File: src/rtl/i2c_arbiter_pkg.sv
// Shared definitions for the two-requester I2C master arbiter:
// FSM state encoding, master status bit positions and command opcodes.
package i2c_arbiter_pkg;

  typedef enum logic [2:0] {
    IDLE,
    ISSUE,
    SETTLE,
    WAIT,
    RESP
  } state_t;

  // Bit positions inside the 64-bit master status word
  localparam int STAT_BUSY = 63;
  localparam int STAT_ERR  = 62;
  localparam int STAT_TMO  = 61;

  // Command opcodes understood by the i2cmaster
  localparam logic [1:0] OP_DONE    = 2'b00;
  localparam logic [1:0] OP_RESTART = 2'b01;
  localparam logic [1:0] OP_READ    = 2'b10;
  localparam logic [1:0] OP_WRITE   = 2'b11;

  // Status reported when the watchdog gives up on a transaction
  localparam logic [63:0] TIMEOUT_RSP = (64'd1 << STAT_ERR) | (64'd1 << STAT_TMO);

  // Round-robin pick: 1 selects requester 1, 0 selects requester 0.
  // On contention the requester that was not granted last wins.
  function automatic logic pickGrant(input logic req0, input logic req1,
                                     input logic lastGrant);
    return req1 && (!req0 || !lastGrant);
  endfunction

endpackage

File: src/rtl/i2c_prescaler.sv
// Free-running clock-step generator: cstep is high for one CLOCK cycle
// out of every PRESCALE cycles (permanently high when PRESCALE is 1).
module i2c_prescaler #(
  parameter int PRESCALE = 8
) (
  input  logic CLOCK,
  input  logic RESET,
  output logic cstep
);

  localparam logic [7:0] LAST = 8'(PRESCALE - 1);

  logic [7:0] r_count;

  // Wrap the divider counter at PRESCALE-1
  always_ff @(posedge CLOCK or posedge RESET) begin
    if (RESET)               r_count <= 8'd0;
    else if (r_count == LAST) r_count <= 8'd0;
    else                     r_count <= r_count + 8'd1;
  end

  assign cstep = (r_count == LAST);

endmodule

File: src/rtl/i2c_arbiter.sv
// Round-robin arbiter letting two requesters share one i2cmaster.
// A granted command is written to the master, the arbiter waits for the
// master's busy flag to clear, captures the status and acks the grantee.
// Optional watchdog: define I2C_ARBITER_TIMEOUT_EN to abort transactions
// that take TIMEOUT cstep pulses in WAIT (pulses m_reset, reports ERR|TMO).
module i2c_arbiter
  import i2c_arbiter_pkg::*;
#(
  parameter int PRESCALE = 8,
  parameter int TIMEOUT  = 4095
) (
  input  logic        CLOCK,
  input  logic        RESET,
  input  logic        req0,
  input  logic        req1,
  input  logic [63:0] cmd0,
  input  logic [63:0] cmd1,
  output logic        ack0,
  output logic        ack1,
  output logic [63:0] rsp,
  output logic        busy,
  output logic        m_wrcmd,
  output logic [63:0] m_command,
  input  logic [63:0] m_status,
  output logic        cstep,
  output logic        m_reset
);

  state_t      r_state;
  state_t      w_nextState;
  logic        r_grantee;
  logic [63:0] r_command;
  logic [63:0] r_rsp;
  logic        r_wrcmd;
  logic        r_ack0;
  logic        r_ack1;
  logic        w_cstep;
  logic        w_grant;
  logic        w_anyReq;
  logic        w_wrcmdNext;
  logic        w_ack0Next;
  logic        w_ack1Next;
  logic        w_doneOk;
  logic        w_timeout;
  logic        w_tmoHit;

  i2c_prescaler #(.PRESCALE(PRESCALE)) u_prescaler (
    .CLOCK (CLOCK),
    .RESET (RESET),
    .cstep (w_cstep)
  );

  assign w_anyReq = req0 || req1;
  assign w_grant  = pickGrant(req0, req1, r_grantee);

`ifdef I2C_ARBITER_TIMEOUT_EN
  localparam logic [11:0] TMO_LAST = 12'(TIMEOUT - 1);

  logic [11:0] r_tmoCount;
  logic        r_mreset;

  assign w_tmoHit = (r_state == WAIT) && w_cstep && (r_tmoCount == TMO_LAST);

  // Count cstep pulses spent in WAIT; restart from zero for every transaction
  always_ff @(posedge CLOCK or posedge RESET) begin
    if (RESET)                  r_tmoCount <= 12'd0;
    else if (r_state != WAIT)   r_tmoCount <= 12'd0;
    else if (w_cstep && !w_tmoHit) r_tmoCount <= r_tmoCount + 12'd1;
  end

  // One-cycle synchronous reset request to the master when the watchdog fires
  always_ff @(posedge CLOCK or posedge RESET) begin
    if (RESET) r_mreset <= 1'b0;
    else       r_mreset <= w_timeout;
  end

  assign m_reset = r_mreset;
`else
  assign w_tmoHit = 1'b0;
  assign m_reset  = 1'b0;
`endif

  // Next-state and next-strobe decode
  always_comb begin
    w_nextState = r_state;
    w_wrcmdNext = 1'b0;
    w_ack0Next  = 1'b0;
    w_ack1Next  = 1'b0;
    w_doneOk    = 1'b0;
    w_timeout   = 1'b0;
    case (r_state)
      IDLE:   if (w_anyReq) w_nextState = ISSUE;
      ISSUE:  begin
        w_wrcmdNext = 1'b1;
        w_nextState = SETTLE;
      end
      SETTLE: w_nextState = WAIT;
      WAIT:   begin
        if (!m_status[STAT_BUSY]) begin
          w_doneOk    = 1'b1;
          w_nextState = RESP;
        end else if (w_tmoHit) begin
          w_timeout   = 1'b1;
          w_nextState = RESP;
        end
      end
      RESP:   begin
        w_ack0Next  = !r_grantee;
        w_ack1Next  = r_grantee;
        w_nextState = IDLE;
      end
      default: w_nextState = IDLE;
    endcase
  end

  // State register plus registered strobes to the master and requesters
  always_ff @(posedge CLOCK or posedge RESET) begin
    if (RESET) begin
      r_state <= IDLE;
      r_wrcmd <= 1'b0;
      r_ack0  <= 1'b0;
      r_ack1  <= 1'b0;
    end else begin
      r_state <= w_nextState;
      r_wrcmd <= w_wrcmdNext;
      r_ack0  <= w_ack0Next;
      r_ack1  <= w_ack1Next;
    end
  end

  // Grant capture and response capture; r_grantee resets to 1 so req0 wins first
  always_ff @(posedge CLOCK or posedge RESET) begin
    if (RESET) begin
      r_grantee <= 1'b1;
      r_command <= 64'd0;
      r_rsp     <= 64'd0;
    end else begin
      if (r_state == IDLE && w_anyReq) begin
        r_grantee <= w_grant;
        r_command <= w_grant ? cmd1 : cmd0;
      end
      if (w_doneOk)       r_rsp <= m_status;
      else if (w_timeout) r_rsp <= TIMEOUT_RSP;
    end
  end

  assign busy      = (r_state != IDLE);
  assign m_wrcmd   = r_wrcmd;
  assign m_command = r_command;
  assign ack0      = r_ack0;
  assign ack1      = r_ack1;
  assign rsp       = r_rsp;
  assign cstep     = w_cstep;

endmodule

File: config.mk
export PLATFORM = sky130hd
export DESIGN_NAME = i2c_arbiter
export DESIGN_NICKNAME = d
export VERILOG_FILES = /design/src/rtl/i2c_arbiter_pkg.sv /design/src/rtl/i2c_prescaler.sv /design/src/rtl/i2c_arbiter.sv
export SDC_FILE = /design/constraint.sdc
export NUM_CORES = 1
export LEC_CHECK = 0
export ABC_AREA = 1
export ABC_CLOCK_PERIOD_IN_PS = 4750
export BUFFER_PORTS_ARGS = -buffer_cell sky130_fd_sc_hd__buf_2
export CORE_MARGIN = 10
export CORE_UTILIZATION = 40
export CTS_BUF_LIST = sky130_fd_sc_hd__clkbuf_8
export DETAILED_ROUTE_END_ITERATION = 10
export PLACE_DENSITY = 0.86
export SLEW_MARGIN = 20
export SYNTH_ARGS = -nofsm -noshare
export SYNTH_HDL_FRONTEND = slang
export SYNTH_HIERARCHICAL = 1
export SYNTH_SLANG_ARGS = --single-unit
File: constraint.sdc
create_clock -name CLOCK -period 4.75 [get_ports CLOCK]
set_input_delay 0.95 -clock CLOCK [delete_from_list [all_inputs] [get_ports CLOCK]]
set_output_delay 0.95 -clock CLOCK [all_outputs]
set_load 0.05 [all_outputs]
=== Yosys cells after proc, flatten, opt, wreduce, memory -nomap -nowiden ===
Cells that the tools add are included.

* Add/sub/neg operators: 1
* Equality and inequality tests: 7
* Muxes and demuxes: 11
* Reduce and logical (&&, ||, !) cells: 9

{| class="wikitable"
|+ Operators with widths
! kind !! number
|-
| $mux 64 || 2
|-
| $pmux 3 s4 || 1
|-
| $add 8x1->8 const B || 1
|-
| $eq 8x3->1 const B || 1
|-
| $mux 8 || 1
|-
| $eq 3x2->1 const B || 2
|-
| $mux 3 || 2
|-
| $mux 1 || 5
|-
| $ne 2x2->1 const B || 2
|-
| $eq 3x1->1 const B || 1
|-
| $eq 3x3->1 const B || 1
|-
| $logic_not 3->1 || 1
|-
| $reduce_bool 3->1 || 1
|-
| $logic_and 1x1->1 || 2
|-
| $logic_not 1->1 || 2
|-
| $logic_or 1x1->1 || 2
|-
| $reduce_and 2->1 || 1
|}

* Flip-flop bits (word level): 143
* Input bits: 196
* Output and inout bits: 134
* Word-level logic and storage cells: 36

=== Longest topological paths before layout ===
* Word-level depth: 4
* Depth in mapped cells: 8
* Mapped depth without buffers: 6

=== By module ===
The synthesis kept the hierarchy.

{| class="wikitable"
|+ By module, submodules not included
! module !! instances !! cells an instance !! area each (um^2)
|-
| i2c_arbiter || 1 || 789 || 6029.5
|-
| i2c_prescaler || 1 || 52 || 410.4
|}

=== Least setup slack after synthesis ===
Ideal clock, no wire load.

* Kind: register to output
* From: register u_prescaler.r_count[0]
* To: output cstep
* Data arrival time: 1053 ps
* Required time: 3800 ps
* Setup slack: 2747 ps
* Cell stages (with the launch flop): 6
* Path buffers: 0
* Path through: dfrtp_1 -> ha_1 -> nand2_2 -> inv_2 -> nand3_2 -> nor2_4

* Cells in the longest elaborated chain, start to end: 1

{| class="wikitable"
|+ RTL lines
! element !! RTL line !! source
|-
| start: declaration || i2c_prescaler.sv:13 || <nowiki>logic [7:0] r_count;</nowiki>
|-
| start signal: assignment || i2c_prescaler.sv:19 || <nowiki>else r_count <= r_count + 8'd1;</nowiki>
|-
| $eq 8x3->1 || i2c_prescaler.sv:22 || <nowiki>assign cstep = (r_count == LAST);</nowiki>
|-
| end: declaration || i2c_arbiter.sv:25 || <nowiki>output logic cstep,</nowiki>
|}

Every way passes these cells.

=== Worst setup path in the final report ===
Ends and elaborated chain as after synthesis.

==> flow_summary.toml <==
[cells_and_area]
regArea_um2 = 3580
area_growth_pct = 33.4
nNetsFinal = 1343
multi_input_area_um2 = 2550
most-common-layout-cells = "nand2_1 (526), buf_2 (328), dfrtp_1 (142)"
nFillCells = 1502
final_common_cell = "nand2_1"
final_core_util_pct = 54.3
layout-drive-gt1-share_pct = 32.8
diodes = 0

[critical_path]
path_class = "register to primary output"
cp_num_cells = 6
crit_required_ns = 3.80
startpoint = "u_prescaler/r_count[0]$_DFF_PP0_"
cp-endpoint = "cstep"
cp_data_arrival_time_ns = 1.72
cp_max_fo = 4
path_cells = "ha_1 > nand2_2 > inv_2 > nand3_2 > nor2_4 > buf_2"
crit_slowest_cell = "dfrtp_1"
end_kind = "primary output"
path_buf_inv = 2
r2r_end = "m_command[7]$_DFFE_PP0P_"
startpoint_type = "register"
crit_family = "flip-flops"
ff2ff_path_depth = 6
r2r_start = "r_state[0]$_DFFE_PP0P_"
worst_path_largest_cell_delay_ns = 0.40
r2r_setup_slack_ns = 2.69

[grt]
grt_overflow = 0
grt_max_degree = 102
grt_usage_pct = 18.6
grt_pass1_wl_um = 33100
use_met3_pct = 4.73
met2_usage_pct = 32.0
busiest_layer = "met2"
grt_pass1_vias = 6478
antenna_found_initial = 0
met1_usage_pct = 21.7

[placement]
hpwl_um = 15400
io_buffer_count = 328
gp_congestion = 0.881
place_ws_ns = 2.03

[floorplan]
start_util_pct = 40.7
die_area_um2 = 21600
die_w_um = 147
die_h_um = 147
row_count = 46
io_pins = 330
core_um2 = 15800

[synthesis]
ys_ff_latch = 143
syn_avg_cell_area_um2 = 7.66
syn_area_um2 = 6440
yosysTopAreaCellShare_pct = 55.2
synth.distinct_cells = 23
yosysWarnings = 6
synthCells = 841
synthTopCellsByArea = "dfrtp_1 (55%), nand2_1 (31%), nand3_1 (5.5%)"
synthesis.nets = 1038
ys_seq_area_share_pct = 55.6
synth_area_leader_cell = "dfrtp_1"

[flow_run]
max_cap_violations = 0

[route]
wire_per_inst_um = 15.0
drc = 0
postRouteAntennaNets = 0
drt-total-wl_um = 20600
initialDrtViolationCount = 350
vias = 6345
via_per_inst = 4.61
first_pass_iters = 5

[clock_tree]
clk_pin_slew_ns = 0.09
cts_root_buffer = "clkbuf_8"
cts_max_level = 4
cts.sinks = 143
cts_buffers = 17
post_cts_buffers = 0
hold_buffers = 0
clock_latency_ns = 0.44
cts_tree = "done"
post_cts_resized = 0
clockBufferDepth = 2

[sta]
rsz0062_at_grt = "false"
fin_tns_setup_ns = 0
slew_headroom_pct = 39.1
setup_viol = 0
tightest_slew_ns = 0.914
setup_ws_ns = 2.08
fin_hold_ws_ns = 0.478
period_share_pct = 56.2
max_freq_mhz = 375
post-route-min-period_ns = 2.67
hold_viol = 0
maxSlewViolCount = 0
skew_ns = 0.0167

[worst_hold_path]
min_path_type = "register to register"

[pwr]
ir_drop_mv = 0.406
power_w = 0.00662
leakage_nw = 5.26
powerDensity_nw_per_um2 = 771

[status]
status = "finished clean"
## power by group
group	switching (W)	internal (W)
Clock	0.000501	0.000528
Sequential	0.000295	0.00174
Combinational	0.00280	0.000755
## area by class of cell
| cell class | count | area share (%) |
|---|---|---|
| clock buffer | 17 | 2.72 |
| tap | 216 | 3.15 |
| clock inverter | 15 | 2.14 |
| sequential | 143 | 41.7 |
| multi-input combinational | 631 | 29.7 |
| inverter | 18 | 0.845 |
| timing repair buffer | 335 | 19.7 |
## state kept, by name (all words and copies together) (netlist names)
name                 flops
rsp                     64
r_grantee                1
m_command               64
u_prescaler/r_count      8
ack1                     1
m_wrcmd                  1
r_state                  3
ack0                     1
## stage by stage
| step | area, um^2 | cells |
|---|---|---|
| final | 8590 | 1375 |
| after global routing | 8590 | 1375 |
| after CTS | 8580 | 1375 |
| after detailed placement | 8170 | 1343 |
| after global placement | 8170 | 1343 |
| after floorplan | 6440 | 841 |
## logic make-up (layout without fill, tap and decap cells)
logic type | Yosys count | after routing | share of synthesized area, %
buf+inv | 67 | 385 | 5.07
other cells | 1 | 1 | 0.0582
flops | 143 | 143 | 55.6
compound gates | 5 | 5 | 0.389
fa+ha+maj | 1 | 1 | 0.194
simple gates | 624 | 624 | 38.7
## worst min-delay path, cell delays in order (launching register included)
cell and delay, ns:
dfrtp_1 0.35, nand2_1 0.05, nand2_1 0.05
## cells in the mapped netlist
library cell  count
nand2_1         528
dfrtp_1         142
nand3_1          71
buf_2            21
inv_1            16
clkbuf_1         14
buf_4            13
nor2_1           11
nor2_4            4
o21ai_0           4
nand4_1           3
inv_2             2
nand2_2           2
a21oi_1           1
and3_1            1
buf_1             1
conb_1            1
dfstp_2           1
ha_1              1
nand3_2           1
nor3_1            1
nor3_2            1
nor4_1            1
## per-layer routing
| metal | up-vias | share of wire, % |
|---|---|---|
| met5 | - | 0 |
| met4 | 0 | 2.7 |
| met3 | 36 | 6.3 |
| met2 | 242 | 51 |
| met1 | 2890 | 40 |
| li1 | 3177 | - |
## worst min path at each step
stage,from,end,depth (start not counted)
floorplan,u_prescaler/r_count[0]$_DFF_PP0_,u_prescaler/r_count[0]$_DFF_PP0_,1
finish,rsp[13]$_DFFE_PP0P_,rsp[13]$_DFFE_PP0P_,2
detailed placement,rsp[26]$_DFFE_PP0P_,rsp[26]$_DFFE_PP0P_,2
CTS,RESET,u_prescaler/r_count[6]$_DFF_PP0_,2
global route,RESET,u_prescaler/r_count[6]$_DFF_PP0_,2
global placement,rsp[42]$_DFFE_PP0P_,rsp[42]$_DFFE_PP0P_,2
Power figures use the tool's default switching activity.
